`src/rtl/rf_writeback_arbiter.sv`:
```
// Register-file writeback arbiter: accepts one VLIW bundle of slot results, drops
// same-address losers (highest slot wins) and drains survivors over N_WP write ports.
module rf_writeback_arbiter #(
    parameter int N_SLOTS = 10,
    parameter int N_WP    = 2,
    parameter int DATA_W  = 32,
    parameter int ADDR_W  = 5
) (
    input  logic                        clk,
    input  logic                        rst_n,
    input  logic                        in_valid,
    output logic                        in_ready,
    input  logic [N_SLOTS-1:0]          in_we,
    input  logic [N_SLOTS*ADDR_W-1:0]   in_waddr,
    input  logic [N_SLOTS*DATA_W-1:0]   in_wdata,
    output logic [N_WP-1:0]             rf_we,
    output logic [N_WP*ADDR_W-1:0]      rf_waddr,
    output logic [N_WP*DATA_W-1:0]      rf_wdata,
    output logic                        stall,
    output logic [7:0]                  conflict_cnt
);

    localparam int CW = $clog2(N_SLOTS + 1);

    typedef enum logic {IDLE, DRAIN} state_t;

    state_t                      state_q, state_d;
    logic [N_SLOTS-1:0]          pending_q, pending_d;
    logic [N_SLOTS*ADDR_W-1:0]   addr_q, addr_d;
    logic [N_SLOTS*DATA_W-1:0]   data_q, data_d;
    logic [7:0]                  conflict_cnt_q, conflict_cnt_d;
    logic [N_SLOTS-1:0]          keep, grant, avail;
    logic                        found;
    logic                        accept;

    function automatic logic [CW-1:0] popcount(input logic [N_SLOTS-1:0] v);
        logic [CW-1:0] c;
        c = '0;
        for (int i = 0; i < N_SLOTS; i++) c = c + CW'(v[i]);
        return c;
    endfunction

    function automatic logic [7:0] sat_add(input logic [7:0] a, input logic [CW-1:0] b);
        logic [8:0] s;
        s = {1'b0, a} + 9'(b);
        return s[8] ? 8'hFF : s[7:0];
    endfunction

    // An enabled slot survives only if no higher-index enabled slot targets the same register.
    always_comb begin
        keep = in_we;
        for (int i = 0; i < N_SLOTS; i++) begin
            for (int j = i + 1; j < N_SLOTS; j++) begin
                if (in_we[i] && in_we[j] &&
                    in_waddr[i*ADDR_W +: ADDR_W] == in_waddr[j*ADDR_W +: ADDR_W])
                    keep[i] = 1'b0;
            end
        end
    end

    // Port k takes the k-th lowest pending slot; unused ports drive zeros.
    always_comb begin
        grant    = '0;
        rf_we    = '0;
        rf_waddr = '0;
        rf_wdata = '0;
        found    = 1'b0;
        avail    = (state_q == DRAIN) ? pending_q : '0;
        for (int k = 0; k < N_WP; k++) begin
            found = 1'b0;
            for (int i = 0; i < N_SLOTS; i++) begin
                if (!found && avail[i]) begin
                    found    = 1'b1;
                    avail[i] = 1'b0;
                    grant[i] = 1'b1;
                    rf_we[k] = 1'b1;
                    rf_waddr[k*ADDR_W +: ADDR_W] = addr_q[i*ADDR_W +: ADDR_W];
                    rf_wdata[k*DATA_W +: DATA_W] = data_q[i*DATA_W +: DATA_W];
                end
            end
        end
    end

    assign in_ready     = (state_q == IDLE) || (popcount(pending_q) <= CW'(N_WP));
    assign accept       = in_valid && in_ready;
    assign stall        = in_valid && !in_ready;
    assign conflict_cnt = conflict_cnt_q;

    always_comb begin
        state_d        = state_q;
        pending_d      = pending_q;
        addr_d         = addr_q;
        data_d         = data_q;
        conflict_cnt_d = conflict_cnt_q;
        if (state_q == DRAIN) begin
            pending_d = pending_q & ~grant;
            if (pending_d == '0) state_d = IDLE;
        end
        // Accepting overrides drain retirement: in_ready guarantees the old bundle finishes now.
        if (accept) begin
            addr_d         = in_waddr;
            data_d         = in_wdata;
            pending_d      = keep;
            conflict_cnt_d = sat_add(conflict_cnt_q, popcount(in_we) - popcount(keep));
            state_d        = (keep != '0) ? DRAIN : IDLE;
        end
    end

    always_ff @(posedge clk or negedge rst_n) begin
        if (!rst_n) begin
            state_q        <= IDLE;
            pending_q      <= '0;
            conflict_cnt_q <= '0;
        end else begin
            state_q        <= state_d;
            pending_q      <= pending_d;
            conflict_cnt_q <= conflict_cnt_d;
        end
    end

    // Payload copies need no reset: they are only observed through pending bits.
    always_ff @(posedge clk) begin
        addr_q <= addr_d;
        data_q <= data_d;
    end

endmodule

```
`config.mk`:
```
export PLATFORM = sky130hd
export DESIGN_NAME = rf_writeback_arbiter
export DESIGN_NICKNAME = d
export VERILOG_FILES = /design/src/rtl/rf_writeback_arbiter.sv
export SDC_FILE = /design/constraint.sdc
export NUM_CORES = 1
export LEC_CHECK = 0
export CAP_MARGIN = 20
export CORE_MARGIN = 10
export CORE_UTILIZATION = 40
export DETAILED_ROUTE_END_ITERATION = 12
export PLACE_DENSITY = 0.69
export SYNTH_ARGS = -nofsm -noshare
export SYNTH_HDL_FRONTEND = slang
export SYNTH_SLANG_ARGS = --single-unit
```
`constraint.sdc`:
```
create_clock -name clk -period 13.7 [get_ports clk]
set_clock_uncertainty 0.15 [all_clocks]
set_input_delay 3.425 -clock clk [delete_from_list [all_inputs] [get_ports clk]]
set_output_delay 3.425 -clock clk [all_outputs]
set_load 0.02 [all_outputs]
```
==> run metrics, run 1 <==
status=finished clean; CTS root buf=clkbuf_16; largest family of logic cells by synthesized area=compound AO/OA/AOI/OAI gates; Residual DRC=0; Avg Cell Area, Syn=12.3 um2; critical path capture point type=flip-flop; grt ovf=0; Tmin final=about 10 ns; initial drt markers=2,499; CP most frequent cell=fa_1; Design Area, Final=26,900 um2; number of global-route vias before repair=17,300; Die X=244 um; ANT nets after route=0; clock latency at the later pin of the worst-skew pair=0.57 ns; post-synthesis sequential area ratio=57.5%; maximum clock frequency=between 90 and 100 MHz; largest net degree at the start of global routing=154; Worst-path clk slew=0.06 ns; CTS tree=yes; vias per cell=slightly above 6; CORE AREA=about 50,000 um2; hold_ws=roughly 0.48 ns; nets@finish=2,469; H-tree depth=2; Post-CTS Setup Bufs=0; die height=244 um; ys async rst share=between 4 and 5%; crit start category=input pin; HP Class=flip-flop to flip-flop; Syn Nets=2,059; die area=59,800 um2; Area Growth Syn to Fin=33.7%; pre-CTS setup slack=slightly above 3 ns; top cells by area, synth=edfxtp_1 55%, xor2_1 6.9%, xnor2_1 3.5%, a22oi_1 3.5%, a222oi_1 3.0%; count leader, synth=edfxtp_1; Synth Warn #=0; wire length after detailed routing=87.1 mm; final worst-path cycle share=73.7%; row count=82; first-pass GRT wire length=123 mm; DRT Pass-1 Iters=7; Post-Synth Adder-Cell Area=2.81%; fill count=4,212; Max rail drop VDD=0.000442 V; mux share of post-synthesis cell area=0.217%; Synth Flop Type=edfxtp_1; num ports=469; CTS Hold Bufs=0; Unique masters post-synth=75; cells on worst reg2reg path=12; share of the synthesized netlist area taken by xor and xnor gates=10.3%; Worst Path Required=14.02 ns; Yosys top cell area share=55.1%; setup_tns=0 ns; routed length per instance=~31 um; area of the multi-input gates=7860 um2; max-cap violations=0; post-synthesis compound-gate area fraction=14.7%; Syn Std Cell Area=20,200 um2; PwrDens=296 nW/um2; Setup violations, final=0; post-DP HPWL=59.1 mm; CTS resizes=0; actual slew at the worst max-slew pin=around 1.2 ns; Slew HR=21.3%; slowest stage delay, CP=1.06 ns; Setup CP Type=input pin to flip-flop; CP max stage cell=clkdlybuf4s50_1; Hold Vio Cnt, Final=0; Yosys reg bits=389; RSZ-0062 raised after global routing=no; Syn Inst Count=1,643; setup ws final=3.61 ns; FF/Latch Area=11,600 um2; worst hold stages=1; GRT Resource Usage Total=28.0%; initial antenna violation count=14; CP Max Fanout=10; Placed Area=25,400 um2; Reg2Reg Setup Slack=~6.6 ns; layout cell share with drive strength beyond 1=6.38%; I/O Buffers=468; Pleak=9.31 nW; starting density of the core=between 40 and 50%; GP Congestion=between 0.9 and 1; Inserted Clock Buffers=45; Post-synth EDFFs=370; Sink Count=389; Post-Synth Simple-Gate Area=10.5%; final slew viol count=0; Arrival @ worst endpoint=approximately 10 ns; post-layout util=53.9%; worst-case clock buffer depth=3; Synth area leader=edfxtp_1; via count=17,100; Cell Chain, Critical Path=clkdlybuf4s50_1, xor2_1, nor4_1, nand3_1, nand4_1, or3_1, fa_1, inv_1, fa_1, fa_1, xnor2_1, xnor2_1, fa_1, inv_1, ha_1, fa_1, xor2_1, ha_1, a21o_1, a21oi_1, or4b_2, o211ai_1; Commonest cells post-synth=370 x edfxtp_1, 159 x nand2_1, 158 x xor2_1
-- through the flow --
stage,power [mW],std cells
5_1_grt,8.34,2764
4_1_cts,7.95,2758
3_3_place_gp,6.59,2678
3_5_place_dp,6.66,2678
2_1_floorplan,4.98,1643
6_report,7.96,2770
-- worst paths after layout --
| path | start | to |
|---|---|---|
| worst min register to register | conflict_cnt[5] | conflict_cnt[6] |
| max in group asynchronous | rst_n | pending_q[3] |
| min in group asynchronous | rst_n | conflict_cnt[6] |
| worst min-delay path | conflict_cnt[5] | conflict_cnt[6] |
| worst max-delay path | in_waddr[1] | conflict_cnt[2] |
| worst max register to register | pending_q[7] | data_q[245] |
-- routing by layer --
layer	GRT usage, %	wire length [um]	share of wire, %
met5	0	49	0.056
met4	10.9	3310	3.8
met3	7.00	9640	11
met2	44.6	40200	46
met1	36.2	33800	39
-- power breakdown --
| group | total (mW) | switching (mW) | leakage, nW | internal, mW |
|---|---|---|---|---|
| Sequential | 2.85 | 0.402 | 3.77 | 2.45 |
| Clock | 1.27 | 0.508 | 0.728 | 0.766 |
| Combinational | 3.84 | 2.50 | 4.81 | 1.34 |
-- sequential cells by signal, indices dropped and copies added (netlist names) --
signal / cells
data_q: 320
conflict_cnt: 8
state_q: 1
pending_q: 10
addr_q: 50
-- final cells by class --
cell class / instances / area share [%]
antenna: 12 / 0.111
clock buffer: 54 / 4.38
clock inverter: 26 / 1.31
inverter: 41 / 0.599
multi-input combinational: 1074 / 29.1
sequential: 389 / 43.0
tap: 672 / 3.12
timing repair buffer: 502 / 18.3
-- layout by cell type (no fill, tap or decap), types with 46 or more instances in the layout --
master	instances
clkdlybuf4s50_1	468
edfxtp_1	370
nand2_1	159
xor2_1	158
a22oi_1	93
xnor2_1	80
nand3_1	71
a222oi_1	61
nor2_1	53
a221oi_1	48
clkbuf_16	46
-- cells by family after synthesis --
logic type | after synthesis
AND/OR/NAND/NOR | 414
flip-flops | 389
AO/OA/AOI/OAI | 384
XOR/XNOR | 238
buffers and inverters | 180
adder cells (fa/ha/maj) | 34
multiplexers | 4
-- critical path: cells and delay by family --
kind,cells,cell delay (ns)
adder cells (fa/ha/maj),7,3.09
XOR/XNOR,4,0.68
buffers and inverters,3,1.17
AND/OR/NAND/NOR,5,1.67
AO/OA/AOI/OAI,3,0.33
Power figures use the tool's default switching activity.
==> run 2, diff against run 1 <==
- PLACE_DENSITY: 0.69 -> 0.66
- clock period: 13.7 -> 10.55 ns (I/O delays scaled with it)
==> run 2 against run 1 <==
- count of clock-buffer cells in the layout rose by 1
- critical path depth did not move
- total power rose by 28%
- combinational power rose by 30%
- via count fell by 0.49%
- clock power rose by 16%
- worst hold slack got worse by 0.056 ns
- sequential share of layout area rose by 0.14 points
- die area did not move
- first-iteration DRC count fell by 11%
- largest cell class unchanged
- highest routed layer unchanged
==> run metrics, run 2 (synthesis gave the netlist of run 1 again) <==
nets@finish=2,476 (+0.28%); Pleak=9.30 nW (-0.15%); post-layout util=53.8% (-0.18 points); CTS resizes=0 (unchanged); pre-CTS setup slack=0.857 ns (-2.22 ns); Psw=4.42 mW (+30%); sw frac=43.4% (+0.64 points); Inserted Clock Buffers=44 (-2.2%); final slew viol count=0 (unchanged); Setup violations, final=0 (unchanged); Area Growth Syn to Fin=33.2%; setup_tns=0 ns (unchanged); Flop pwr share=36.4% (+0.6 points); number of global-route vias before repair=17,200 (-0.45%); ANT nets after route=0 (unchanged); initial drt markers=2,218 (-11%); Design Area, Final=26,900 um2 (-0.33%); I/O Buffers=468 (unchanged); die area=59,800 um2 (unchanged); first-pass GRT wire length=123 mm (-0.55%); worst-case clock buffer depth=3 (unchanged); Internal=5.76 mW (+26%); CTS root buf=clkbuf_16; Clock power frac=14.5% (-1.5 points); Post-CTS Setup Bufs=0 (unchanged); starting density of the core=40.3% (unchanged); total power=10.2 mW (+28%); max-cap violations=0 (unchanged); die height=244 um (unchanged); CTS tree=yes; crit start category=input pin; Slew HR=24.1% (+2.8 points); critical path capture point type=flip-flop; DRT Pass-1 Iters=7 (unchanged); setup ws final=1.40 ns (-2.21 ns); Die X=244 um (unchanged); Sink Count=389 (unchanged); CTS Hold Bufs=0 (unchanged); CORE AREA=50,000 um2 (unchanged); grt ovf=0 (unchanged); row count=82 (unchanged); GRT Resource Usage Total=27.9% (-0.092 points); wire length after detailed routing=87.1 mm (about the same); clock latency at the later pin of the worst-skew pair=0.58 ns (about the same); initial antenna violation count=20 (+6); Setup CP Type=input pin to flip-flop; most frequent cells in the layout=468 x clkdlybuf4s50_1, 370 x edfxtp_1, 159 x nand2_1, 158 x xor2_1, 93 x a22oi_1; Gate power share=49.1% (+0.9 points); largest register by flop count=data_q; Tmin final=9.15 ns; largest net degree at the start of global routing=172 (+12%); final worst-path cycle share=just under 90%; Residual DRC=0 (unchanged); Arrival @ worst endpoint=9.48 ns (-0.93 ns); Hold Vio Cnt, Final=0 (unchanged); Largest register FFs=320 (unchanged); PwrDens=379 nW/um2 (+28%); num ports=469 (unchanged); GP Congestion=0.911 (-4.5%); H-tree depth=2 (unchanged); CP Max Fanout=10 (unchanged); maximum clock frequency=109 MHz; HP Class=flip-flop to flip-flop; Placed Area=25,500 um2 (+0.32%); status=finished clean; via count=17,000 (-0.49%); Worst-path clk slew=0.06 ns (about the same); commonest non-fill, non-tap cell in the layout=clkdlybuf4s50_1; layout cell share with drive strength beyond 1=6.69% (+0.31 points); post-DP HPWL=60.8 mm (+2.9%); actual slew at the worst max-slew pin=1.14 ns (-0.0384 ns); Worst Path Required=10.88 ns (-3.14 ns); vias per cell=6.12 (-0.99%); RSZ-0062 raised after global routing=no; Max rail drop VDD=0.000504 V (+14%); biggest regs=data_q (320), addr_q (50), pending_q (10); routed length per instance=31.3 um (-0.42%)
[run 2: path summary, 6_finish.rpt]
kind                                  from               to  slack, ns  cells after the start
max                           in_waddr[46]  conflict_cnt[2]       1.40                     22
min                        conflict_cnt[0]  conflict_cnt[0]       0.42                      2
max reg2reg                   pending_q[7]      data_q[222]       3.76                     13
min reg2reg                conflict_cnt[0]  conflict_cnt[0]       0.42                      2
max in group asynchronous            rst_n     pending_q[4]       7.29                      1
min in group asynchronous            rst_n  conflict_cnt[4]       2.40                      1
[run 2: stage by stage]
| stage | instances | hold WS, ns |
|---|---|---|
| after floorplan | 1643 | 0.478 |
| after global placement | 2685 | 0.396 |
| after detailed placement | 2686 | 0.397 |
| after CTS | 2766 | 0.415 |
| after global routing | 2779 | 0.458 |
| final | 2784 | 0.422 |
[run 2: power by group through the flow]
stage	Sequential, mW	Clock (mW)	Combinational, mW
3_3_place_gp	3.67	0	4.93
2_1_floorplan	3.48	0	2.66
6_report	3.71	1.47	5.00
5_1_grt	3.79	1.55	5.34
3_5_place_dp	3.70	0	4.99
4_1_cts	3.68	1.49	5.01
[run 2: area by class of cell]
class	count	area (um2)
clock inverters	25	166
fillers	4289	23100
well taps	672	841
multi-input cells	1074	7860
inverters	41	161
clock buffers	55	1180
diodes	18	45.0
repair buffers	510	5020
flip-flops and latches	389	11600
[run 2: worst max-delay path, stage by stage]
cell and delay (ns):
clkdlybuf4s50_1 0.87, xor2_1 0.36, nor4_1 0.41, nand3_1 0.16
and4_1 0.26, inv_1 0.11, fa_1 0.43, inv_1 0.09
fa_1 0.44, fa_1 0.49, xnor2_1 0.21, xnor2_1 0.11
fa_1 0.55, inv_1 0.04, ha_1 0.23, fa_1 0.45
xor2_1 0.18, ha_1 0.32, a21o_1 0.12, a21oi_1 0.09
or4b_2 0.78, o211ai_1 0.14
[run 2: layer usage]
metal  track usage (%)  vias to the layer above  share of wire (%)
li1                  -                     7207                  -
met1              35.4                     8407                 38
met2              45.6                     1207                 48
met3              6.35                      197                 11
met4              11.0                       10                3.5
met5                 0                        -              0.077
